==> config.mk <==
export PLATFORM = sky130hd
export DESIGN_NAME = keypad_scan_ctrl
export DESIGN_NICKNAME = d
export VERILOG_FILES = /design/src/rtl/keypad_pkg.sv /design/src/rtl/key_fifo.sv /design/src/rtl/keypad_scan_ctrl.sv
export SDC_FILE = /design/constraint.sdc
export NUM_CORES = 1
export LEC_CHECK = 0
export ABC_CLOCK_PERIOD_IN_PS = 3950
export CELL_PAD_IN_SITES_DETAIL_PLACEMENT = 0
export CELL_PAD_IN_SITES_GLOBAL_PLACEMENT = 1
export CORE_ASPECT_RATIO = 0.8
export CORE_MARGIN = 4
export CORE_UTILIZATION = 45
export CTS_CLUSTER_DIAMETER = 60
export DETAILED_ROUTE_END_ITERATION = 16
export PLACE_DENSITY_LB_ADDON = 0.1
export SYNTH_ARGS = -nofsm -noshare
export SYNTH_HDL_FRONTEND = slang
export SYNTH_HIERARCHICAL = 1
export SYNTH_SLANG_ARGS = --single-unit
==> constraint.sdc <==
create_clock -name CLK -period 3.95 [get_ports CLK]
set_input_delay 1.185 -clock CLK [delete_from_list [all_inputs] [get_ports CLK]]
set_output_delay 1.185 -clock CLK [all_outputs]
set_load 0.005 [all_outputs]
==> src/rtl/keypad_pkg.sv <==
// Shared types and constants for the keypad scan controller.
package keypad_pkg;

  // Debounce states, evaluated once per completed sweep
  typedef enum logic [1:0] {
    IDLE = 2'd0,
    CAND = 2'd1,
    HELD = 2'd2,
    REL  = 2'd3
  } deb_state_e;

  // Scanner column one-hot encodings; E is the last column of a sweep
  localparam logic [2:0] COL_C = 3'b001;
  localparam logic [2:0] COL_A = 3'b010;
  localparam logic [2:0] COL_E = 3'b100;

  // Code the scanner reports when nothing is pressed
  localparam logic [3:0] KEY_NONE = 4'd13;

  // True when the column bus carries exactly one of the legal columns
  function automatic logic col_onehot(input logic [2:0] c);
    return (c == COL_C) || (c == COL_A) || (c == COL_E);
  endfunction

endpackage

==> src/rtl/key_fifo.sv <==
// Small key-code FIFO: registered storage, head visible while non-empty.
module key_fifo #(
  parameter int DEPTH = 4
) (
  input  logic                       CLK,
  input  logic                       RST_N,
  input  logic                       push_i,
  input  logic                       pop_i,
  input  logic [3:0]                 din_i,
  output logic [3:0]                 dout_o,
  output logic [$clog2(DEPTH):0]     cnt_o,
  output logic                       full_o,
  output logic                       empty_o
);

  localparam int AW = $clog2(DEPTH);
  localparam int CW = AW + 1;

  logic [3:0]    mem_q [DEPTH];
  logic [AW-1:0] rd_q, wr_q;
  logic [CW-1:0] cnt_q;
  logic          do_pop, do_push;

  assign empty_o = (cnt_q == '0);
  assign full_o  = (cnt_q == CW'(DEPTH));
  // A pop frees the slot, so a push into a full FIFO is accepted alongside it
  assign do_pop  = pop_i && !empty_o;
  assign do_push = push_i && (!full_o || do_pop);
  assign dout_o  = empty_o ? 4'd0 : mem_q[rd_q];
  assign cnt_o   = cnt_q;

  // Storage array; contents are meaningless until written, so no reset
  always_ff @(posedge CLK) begin
    if (do_push) mem_q[wr_q] <= din_i;
  end

  // Pointers wrap naturally at power-of-two depth; count tracks occupancy
  always_ff @(posedge CLK) begin
    if (!RST_N) begin
      rd_q  <= '0;
      wr_q  <= '0;
      cnt_q <= '0;
    end else begin
      if (do_push) wr_q <= wr_q + AW'(1);
      if (do_pop)  rd_q <= rd_q + AW'(1);
      case ({do_push, do_pop})
        2'b10:   cnt_q <= cnt_q + CW'(1);
        2'b01:   cnt_q <= cnt_q - CW'(1);
        default: cnt_q <= cnt_q;
      endcase
    end
  end

endmodule

==> src/rtl/keypad_scan_ctrl.sv <==
// Keypad scan controller: column tick divider, sweep sampler, debounce
// FSM and a key FIFO read by the MCU.
module keypad_scan_ctrl import keypad_pkg::*; #(
  parameter int SCAN_DIV   = 50000,
  parameter int DEB_SWEEPS = 4,
  parameter int FIFO_DEPTH = 4
) (
  input  logic                          CLK,
  input  logic                          RST_N,
  input  logic [2:0]                    COL,
  input  logic                          KEY_PRESS,
  input  logic [3:0]                    KEY_DATA,
  output logic                          SCAN_EN,
  output logic                          KEY_VALID,
  output logic [3:0]                    KEY_CODE,
  input  logic                          RD_ACK,
  output logic [$clog2(FIFO_DEPTH):0]   FIFO_CNT,
  output logic                          OVF,
  input  logic                          CLR_OVF
);

  localparam int DW = $clog2(SCAN_DIV);
  localparam int CW = $clog2(DEB_SWEEPS + 1);
  localparam logic [CW-1:0] DEB_MAX = CW'(DEB_SWEEPS);

  logic [DW-1:0] div_q;
  logic          sweep_p_q;
  logic [3:0]    sweep_code_q;
  deb_state_e    state_q, state_d;
  logic [3:0]    cand_q, cand_d;
  logic [CW-1:0] cnt_q, cnt_d, cnt_inc;
  logic          col_ok, eval, res_p;
  logic [3:0]    res_code;
  logic          push, fifo_full, fifo_empty, ovf_set;

  assign SCAN_EN = (div_q == DW'(SCAN_DIV - 1));

  // Free-running divider; terminal count produces the column tick
  always_ff @(posedge CLK) begin
    if (!RST_N)       div_q <= '0;
    else if (SCAN_EN) div_q <= '0;
    else              div_q <= div_q + DW'(1);
  end

  // The E-column sample closes the sweep; fold it into the result directly
  assign col_ok   = col_onehot(COL);
  assign eval     = SCAN_EN && col_ok && COL[2];
  assign res_p    = sweep_p_q | KEY_PRESS;
  assign res_code = sweep_p_q ? sweep_code_q : KEY_DATA;

  // Sweep accumulator: first pressed sample wins, cleared at sweep end or on a bad column
  always_ff @(posedge CLK) begin
    if (!RST_N) begin
      sweep_p_q    <= 1'b0;
      sweep_code_q <= 4'd0;
    end else if (SCAN_EN) begin
      if (!col_ok || COL[2]) begin
        sweep_p_q    <= 1'b0;
        sweep_code_q <= 4'd0;
      end else begin
        if (KEY_PRESS && !sweep_p_q) sweep_code_q <= KEY_DATA;
        sweep_p_q <= sweep_p_q | KEY_PRESS;
      end
    end
  end

  assign cnt_inc = (cnt_q >= DEB_MAX) ? cnt_q : cnt_q + CW'(1);

  // Debounce next-state: only a completed sweep moves the FSM
  always_comb begin
    state_d = state_q;
    cand_d  = cand_q;
    cnt_d   = cnt_q;
    push    = 1'b0;
    if (eval) begin
      case (state_q)
        IDLE: if (res_p) begin
          cand_d = res_code;
          cnt_d  = CW'(1);
          if (DEB_SWEEPS == 1) begin
            push    = 1'b1;
            state_d = HELD;
          end else begin
            state_d = CAND;
          end
        end
        CAND: if (res_p && res_code == cand_q) begin
          cnt_d = cnt_inc;
          if (cnt_inc == DEB_MAX) begin
            push    = 1'b1;
            state_d = HELD;
          end
        end else if (res_p) begin
          cand_d = res_code;
          cnt_d  = CW'(1);
        end else begin
          state_d = IDLE;
        end
        HELD: if (!res_p) begin
          cnt_d   = CW'(1);
          state_d = (DEB_SWEEPS == 1) ? IDLE : REL;
        end
        REL: if (!res_p) begin
          cnt_d = cnt_inc;
          if (cnt_inc == DEB_MAX) state_d = IDLE;
        end else begin
          state_d = HELD;
        end
        default: state_d = IDLE;
      endcase
    end
  end

  // Debounce state registers
  always_ff @(posedge CLK) begin
    if (!RST_N) begin
      state_q <= IDLE;
      cand_q  <= 4'd0;
      cnt_q   <= '0;
    end else begin
      state_q <= state_d;
      cand_q  <= cand_d;
      cnt_q   <= cnt_d;
    end
  end

  // Pushed code is the sweep result; it equals cand in every pushing transition
  key_fifo #(.DEPTH(FIFO_DEPTH)) u_fifo (
    .CLK     (CLK),
    .RST_N   (RST_N),
    .push_i  (push),
    .pop_i   (RD_ACK),
    .din_i   (res_code),
    .dout_o  (KEY_CODE),
    .cnt_o   (FIFO_CNT),
    .full_o  (fifo_full),
    .empty_o (fifo_empty)
  );

  assign KEY_VALID = !fifo_empty;
  assign ovf_set   = push && fifo_full && !(RD_ACK && !fifo_empty);

  // Sticky overflow; a new drop takes precedence over a clear
  always_ff @(posedge CLK) begin
    if (!RST_N)       OVF <= 1'b0;
    else if (ovf_set) OVF <= 1'b1;
    else if (CLR_OVF) OVF <= 1'b0;
  end

endmodule

==> flow_summary.json, run 1 <==
{
  "cp.required_ps": 4200,
  "fmax_mhz": 287,
  "routedWlPerCell_um": 13.8,
  "syn-instance-count": 274,
  "grt_max_degree": 20,
  "die_area_um2": 7420,
  "cp.arrival_ps": 3740,
  "synth_top_area_share_pct": 29.2,
  "clock_skew_ps": 5.06,
  "min-delay-start": "div_q[0]",
  "drt-total-wl_mm": 5.29,
  "dpl.hpwl_mm": 4.05,
  "synth.most_common_cell": "dfxtp_1",
  "seq_area_frac_synth_pct": 46.7,
  "cts.path.max_buffers": 2,
  "hold_class": "reg2reg",
  "postCtsSetupBuffers": 0,
  "r2r.worst_path.cells": 15,
  "vias": 1956,
  "grt_setup_unrepaired": "false",
  "cts_made_buffers": 5,
  "grt_antenna_before_repair": 0,
  "synth_flop_cell": "dfxtp_1",
  "tightest_slew_ps": 700,
  "synth_top_area_cell": "dfxtp_1",
  "relSlewSlack_pct": 53.1,
  "dieHeight_um": 77.8,
  "grt_overflow": 0,
  "antenna_left": 0,
  "numPortBuffers": 21,
  "grt_pass1_wl_mm": 9.25,
  "yosys_warnings": 6,
  "rr_endpoint": "u_fifo/cnt_o[2]",
  "clkSlewWorstSetupHoldPaths_ps": 100,
  "whs_ps": 480,
  "ir_worst_vdd_v": 0.000133,
  "h-tree-depth": 2,
  "hold_path_depth": 1,
  "synthArstFlopShare_pct": 0,
  "drv_slew": 0,
  "critPathCaptureType": "flop",
  "timing.final.hold_violations": 0,
  "nets": 322,
  "synth_seq_cells": 56,
  "fin_crit_ps": 3490,
  "diodes": 0,
  "cts_resized": 0,
  "finalSetupViolCount": 0,
  "ios": 22,
  "r2r_slack_ps": 970,
  "drv_cap": 0,
  "fin_setup_tns_ps": 0,
  "grt_usage_pct": 16.1,
  "grt_pass1_vias": 1864,
  "first_pass_iters": 4,
  "start_util_pct": 46.4,
  "power_leakage_nw": 1.11,
  "gp_congestion": 0.745,
  "layout-drive-gt1-share_pct": 10.6,
  "power_density_nw_per_um2": 305,
  "drt-initial-drc-count": 93,
  "via_per_inst": 5.11,
  "insertion_delay_ps": 310,
  "synth.avg_cell_area_um2": 10.0,
  "cp_max_fo": 2,
  "syn_to_final_growth_pct": 15.0,
  "synth.top_cells.by_count": "dfxtp_1, nor2_1, nand2_1, inv_1, edfxtp_1",
  "synth_area_um2": 2740,
  "status": "finished, final reports clean",
  "place_ws_ps": 136,
  "synth_edf_count": 16,
  "min_to": "div_q[0]",
  "crit_start": "KEY_DATA[1]",
  "fp.coreArea_um2": 5910,
  "yosysUniqueCellTypes": 52,
  "tritoncts": "built",
  "root_buffer": "clkbuf_8",
  "start_kind": "input port",
  "syn_nets": 295,
  "hold_buffers": 0,
  "worstReg2RegStart": "div_q[0]",
  "placementRows": 25,
  "crit_type": "in2reg",
  "die_x_um": 95.3,
  "remaining_drc_errors": 0,
  "cts_sinks": 56,
  "ys_top_cells_by_area": "dfxtp_1, edfxtp_1, nor2_1",
  "setup_slack_ps": 460,
  "layout_worst_path_cycle_share_pct": 88.4
}
==> placed cells by master, fill, tap and decap left out, drive strengths merged, types with 3 or more instances in the layout <==
cell and count:
edfxtp 16, nand2 28, inv 20, a22oi 5, clkdlybuf4s50 21, and2 7, mux4 4, buf 5
xnor2 11, o21ai 12, mux2i 6, dfxtp 40, nor3 6, nand3 8, nand2b 3, xor2 10
a21oi 5, o211a 4, a21boi 3, clkbuf 5, nand4 5, ha 8, nor2 29, a31oi 4
nor2b 11, and3 5
==> metal layers <==
metal  share of wire (%)  vias up  global-route usage [%]
li1                    -     1005                       -
met1                  55      919                    25.3
met2                  40       25                    21.5
met3                 3.6        7                    3.39
met4                 1.2        0                    5.19
met5                   0        -                       0
==> layout make-up <==
type                       count  area [um^2]
inverter                      19         72.6
timing repair buffer          26          248
clock buffer                   5         68.8
fill                         537         2760
clock inverter                 3         25.0
multi-input combinational    193         1360
tap                           81          101
sequential                    56         1280
==> metrics by stage <==
step / std cells / utilization (%) / instance area [um^2] / total power [mW]
finish: 383 / 53.4 / 3160 / 0.961
global route: 383 / 53.4 / 3160 / 1.01
CTS: 383 / 53.4 / 3160 / 0.975
detailed placement: 375 / 51.8 / 3060 / 0.652
global placement: 375 / 51.8 / 3060 / 0.652
floorplan: 274 / - / 2740 / 0.629
==> cell families (layout without fill, tap and decap cells) <==
logic type / count (synthesis) / in the layout / synth area share (%)
xor gates and xnor gates: 21 / 21 / 6.70
DFF: 56 / 56 / 46.7
muxes: 10 / 10 / 5.61
adders and majority gates: 9 / 9 / 4.38
and+or+nand+nor: 112 / 112 / 21.9
buffers and inverters: 25 / 53 / 3.78
AOI/OAI and AO/OA: 41 / 41 / 10.9
==> critical path: stages <==
cell and delay (ps):
clkdlybuf4s50_1 420, mux2i_1 260, xnor2_1 200, nor3_2 80, nand2_1 110, nor3_1 50, a21boi_2 170, inv_1 60
ha_1 170, inv_1 60, fa_1 370, xor2_1 160, or3_1 310, a21boi_0 150
==> power by group <==
group          internal [mW]  switching [mW]
Sequential             0.592         0.00252
Clock                  0.130           0.193
Combinational         0.0209          0.0232
Total                  0.742           0.219
==> how the worst max path moves through the flow <==
stage                            to  slack [ps]  cells after the start
CTS                 u_fifo/cnt_o[2]         450                     14
floorplan           u_fifo/cnt_o[2]         610                     13
global route        u_fifo/cnt_o[2]         250                     14
finish              u_fifo/cnt_o[2]         460                     14
detailed placement  u_fifo/cnt_o[2]         140                     14
global placement    u_fifo/cnt_o[2]         150                     14
==> sequential cells by signal, indices dropped and copies added, names as in the netlist, named ones only <==
register,flops
sweep_p_q,1
u_fifo/rd_q,2
cnt_q,3
OVF,1
u_fifo/wr_q,2
state_q,2
cand_q,4
u_fifo/cnt_o,3
u_fifo/mem_q,16
div_q,16
sweep_code_q,4
(Power assumes the default switching activity.)
==> inputs of run 2 (changes only) <==
- ABC_CLOCK_PERIOD_IN_PS: 3950 -> 4000
- CAP_MARGIN: unset -> 20
- clock period: 3.95 -> 4 ns (I/O delays scaled with it)
==> run 2 against run 1 <==
- sequential share of layout area increased by 0.097 points
- critical endpoint unchanged
- largest power group unchanged
- setup slack got worse by 30 ps
- largest cell class unchanged
- critical path type unchanged
- hold slack got worse by 6.5 ps
- highest routed layer unchanged
==> flow_summary.json, run 2 (synthesis results as in run 1) <==
{
  "grt_pass1_wl_mm": 9.12,
  "nets": 321,
  "relSlewSlack_pct": 57.6,
  "reg.largest.list": "div_q (16), u_fifo/mem_q (16)",
  "start_util_pct": 46.4,
  "fin_setup_tns_ps": 0,
  "hold_class": "reg2reg",
  "status": "finished, final reports clean",
  "power_leakage_nw": 1.11,
  "syn_to_final_growth_pct": 14.7,
  "antenna_left": 0,
  "power_density_nw_per_um2": 302,
  "timing.final.hold_violations": 0,
  "cts.path.max_buffers": 2,
  "drt-initial-drc-count": 77,
  "numPortBuffers": 21,
  "start_kind": "input port",
  "layout_commonest_cell": "dfxtp_1",
  "dpl.hpwl_mm": 3.87,
  "finalSetupViolCount": 0,
  "insertion_delay_ps": 310,
  "via_per_inst": 5.01,
  "diodes": 0,
  "switching_share_pct": 22.9,
  "final_cell_mix": "dfxtp_1, nor2_1, nand2_1",
  "ios": 22,
  "p_seq_share_pct": 61.7,
  "grt_setup_unrepaired": "false",
  "grt_usage_pct": 15.5,
  "grt_pass1_vias": 1870,
  "fmax_mhz": 280,
  "die_area_um2": 7420,
  "comb_power_share_pct": 4.5,
  "clkSlewWorstSetupHoldPaths_ps": 100,
  "fin_crit_ps": 3570,
  "h-tree-depth": 2,
  "critPathCaptureType": "flop",
  "fp.coreArea_um2": 5910,
  "remaining_drc_errors": 0,
  "vias": 1915,
  "drt-total-wl_mm": 5.13,
  "cp.arrival_ps": 3820,
  "cts_sinks": 56,
  "layout-drive-gt1-share_pct": 10.3,
  "cp.required_ps": 4250,
  "p_clk_share_pct": 33.7,
  "cts_resized": 0,
  "tritoncts": "built",
  "grt_max_degree": 20,
  "final_util_pct": 53.2,
  "routedWlPerCell_um": 13.4,
  "postCtsSetupBuffers": 0,
  "cts_made_buffers": 5,
  "hold_buffers": 0,
  "die_x_um": 95.3,
  "drv_cap": 0,
  "first_pass_iters": 4,
  "p_int_mw": 0.733,
  "ir_worst_vdd_v": 0.000133,
  "grt_overflow": 0,
  "gp_congestion": 0.749,
  "root_buffer": "clkbuf_8",
  "grt_antenna_before_repair": 0,
  "drv_slew": 0,
  "tightest_slew_ps": 634,
  "dieHeight_um": 77.8,
  "crit_type": "in2reg",
  "cp_max_fo": 3,
  "layout_worst_path_cycle_share_pct": 89.3,
  "p_switching_mw": 0.218,
  "placementRows": 25,
  "clock_skew_ps": 5.48
}
run 2: changes by cell type in the layout (fill, tap and decap cells not counted):
cell and change:
buf_4 -1
run 2: path summary, 6_finish.rpt:
kind,from,to,slack [ps],depth (start not counted)
min reg2reg,div_q[0],div_q[0],470,1
max reg2reg,div_q[0],u_fifo/cnt_o[2],990,15
min,div_q[0],div_q[0],470,1
max,KEY_DATA[1],u_fifo/cnt_o[2],430,14
run 2: stage by stage:
| stage | cells | area [um^2] | setup WS, ps | hold WS [ps] | total power, mW |
|---|---|---|---|---|---|
| finish | 382 | 3150 | 430 | 474 | 0.951 |
| CTS | 382 | 3150 | 400 | 481 | 0.963 |
| global route | 382 | 3150 | 182 | 504 | 0.995 |
| floorplan | 274 | 2740 | 641 | 430 | 0.621 |
| detailed placement | 374 | 3050 | 84.3 | 456 | 0.644 |
| global placement | 374 | 3050 | 159 | 448 | 0.643 |
run 2: layout make-up:
cell class	instances	area [um^2]
clock buffers	5	68.8
clock inverters	3	25.0
fillers	548	2760
inverters	19	72.6
multi-input cells	193	1360
flip-flops and latches	56	1280
well taps	81	101
repair buffers	25	240
run 2: power by group through the flow:
stage	clock network [mW]	logic, mW	registers (mW)
floorplan	0	0.0218	0.600
global placement	0	0.0432	0.600
detailed placement	0	0.0434	0.600
CTS	0.332	0.0436	0.587
global route	0.359	0.0483	0.588
finish	0.321	0.0430	0.587
run 2: critical path: stages:
cell	delay (ps)
clkdlybuf4s50_1	430
mux2i_1	300
xnor2_1	210
nor3_2	70
nand2_1	100
nor3_1	50
a21boi_2	170
inv_1	60
ha_1	170
inv_1	60
fa_1	380
xor2_1	170
or3_1	310
a21boi_0	150
run 2: routing by layer:
metal  vias up  track usage (%)  wire [um]
li1       1006                -          -
met1       873             24.3       2850
met2        34             20.9       2040
met3         2             3.78        225
met4         0             3.89         15
met5         -                0          0
==> inputs of run 3 (changes only) <==
- REMOVE_ABC_BUFFERS: unset -> 1
==> run 3 against run 2 <==
- sequential share of layout area barely moved
- die area unchanged
- first-iteration DRC count shrank 23%
- sequential cell count is the same
- non-clock buffer count rose by 1
- cell count grew 0.26%
- core utilization increased by 0.063 points
- routed wire length down 2.8%
- via count down 0.21%
- clock power fell by 2%
- critical endpoint unchanged
- largest cell class unchanged
==> flow_summary.json, run 3 (synthesis results as in run 1) <==
{
  "status": "finished, final reports clean",
  "timing.final.hold_violations": 0,
  "fp.coreArea_um2": 5910,
  "tritoncts": "built",
  "root_buffer": "clkbuf_8",
  "first_pass_iters": 4,
  "grt_antenna_before_repair": 0,
  "fin_crit_ps": 3510,
  "fin_setup_tns_ps": 0,
  "die_x_um": 95.3,
  "layout-drive-gt1-share_pct": 10.6,
  "min-delay-start": "div_q[0]",
  "vias": 1911,
  "cts_made_buffers": 5,
  "fmax_mhz": 285,
  "nets": 322,
  "cp.arrival_ps": 3760,
  "grt_max_degree": 19,
  "power_leakage_nw": 1.11,
  "drt-initial-drc-count": 59,
  "start_kind": "input port",
  "min_to": "div_q[0]",
  "power_density_nw_per_um2": 299,
  "start_util_pct": 46.4,
  "multi_input_area_um2": 1360,
  "drt-total-wl_mm": 4.99,
  "nFillCells": 536,
  "cpMostUsedCell": "inv_1",
  "grt_setup_unrepaired": "false",
  "grt_pass1_vias": 1838,
  "crit_type": "in2reg",
  "dieHeight_um": 77.8,
  "fin_area_um2": 3150,
  "hold_buffers": 0,
  "clkSlewWorstSetupHoldPaths_ps": 100,
  "post_dp_cell_area_um2": 3060,
  "postCtsSetupBuffers": 0,
  "grt_pass1_wl_mm": 8.80,
  "grt_overflow": 0,
  "max_stage_delay_ps": 530,
  "remaining_drc_errors": 0,
  "hold_class": "reg2reg",
  "drv_slew": 0,
  "syn_to_final_growth_pct": 14.9,
  "reg.largest.list": "div_q (16), u_fifo/mem_q (16)",
  "tightest_slew_ps": 603,
  "layout_worst_path_cycle_share_pct": 87.8,
  "layout_commonest_cell": "dfxtp_1",
  "critPathCaptureType": "flop",
  "finalSetupViolCount": 0,
  "critPathSlowestCell": "clkdlybuf4s50_1",
  "insertion_delay_ps": 310,
  "cts_resized": 0,
  "final_cell_mix": "dfxtp_1, nor2_1, nand2_1",
  "clock_skew_ps": 5.05,
  "die_area_um2": 7420,
  "cp_max_fo": 4,
  "cp.required_ps": 4250,
  "rr_endpoint": "u_fifo/cnt_o[2]",
  "diodes": 0,
  "via_per_inst": 4.99,
  "ios": 22,
  "placementRows": 25,
  "dpl.hpwl_mm": 3.71,
  "crit_path_cell_trace": "clkdlybuf4s50_1 > nor2_1 > a221oi_1 > a21oi_1 > nand2_1 > nor3_1 > a21boi_2 > inv_1 > ha_1 > inv_1 > fa_1 > xor2_1 > or3_1 > a21boi_0",
  "routedWlPerCell_um": 13.0,
  "grt_usage_pct": 15.2,
  "drv_cap": 0,
  "cts_sinks": 56,
  "r2r.worst_path.cells": 15,
  "relSlewSlack_pct": 59.7,
  "worstReg2RegStart": "div_q[0]",
  "r2r_slack_ps": 980,
  "gp_congestion": 0.733,
  "antenna_left": 0,
  "cts.path.max_buffers": 2,
  "ir_worst_vdd_v": 0.000157,
  "hold_path_depth": 1,
  "numPortBuffers": 21,
  "h-tree-depth": 2,
  "seqCellArea_um2": 1280
}
-- run 3: per-layer routing --
metal / vias up / GRT usage [%] / routed length [um] / part of all wire (%)
met2: 26 / 20.3 / 1900 / 38
met4: 0 / 5.62 / 78 / 1.6
li1: 1004 / - / - / -
met3: 8 / 2.91 / 173 / 3.5
met5: - / 0 / 0 / 0
met1: 873 / 23.8 / 2830 / 57
-- run 3: worst max-delay path, delay by kind of cell --
family	cells	cell delay, ps
XOR/XNOR	1	150
AND/OR/NAND/NOR	4	500
buffers and inverters	3	660
adder cells (fa/ha/maj)	2	540
AO/OA/AOI/OAI	4	700
-- run 3: where the power goes --
part | leakage [nW] | switching (mW) | internal (mW)
combinational | 0.602 | 0.0230 | 0.0206
sequential | 0.466 | 0.00237 | 0.585
clock | 0.0445 | 0.188 | 0.125
total | 1.11 | 0.213 | 0.730
-- run 3: worst max path at each step --
stage	from	slack [ps]	endpoint
2_1_floorplan	KEY_DATA[3]	640	u_fifo/cnt_o[2]
3_3_place_gp	KEY_DATA[0]	220	u_fifo/cnt_o[2]
4_1_cts	KEY_DATA[0]	470	u_fifo/cnt_o[2]
6_report	KEY_DATA[2]	490	u_fifo/cnt_o[2]
3_5_place_dp	KEY_DATA[0]	140	u_fifo/cnt_o[2]
5_1_grt	KEY_DATA[0]	300	u_fifo/cnt_o[2]
-- run 3: stage by stage --
stage	setup WS (ps)	std cells	hold WS, ps	util (%)	total power [mW]
floorplan	645	268	430	-	0.619
global placement	217	375	449	51.8	0.644
detailed placement	140	375	461	51.8	0.644
CTS	473	383	485	53.3	0.959
global route	297	383	529	53.3	0.989
finish	489	383	481	53.3	0.943
-- run 3: final cells by class --
class	instances	area share [%]
inverter	19	2.30
timing repair buffer	26	7.86
clock buffer	5	2.18
multi-input combinational	193	43.1
sequential	56	40.7
tap	81	3.22
clock inverter	3	0.675
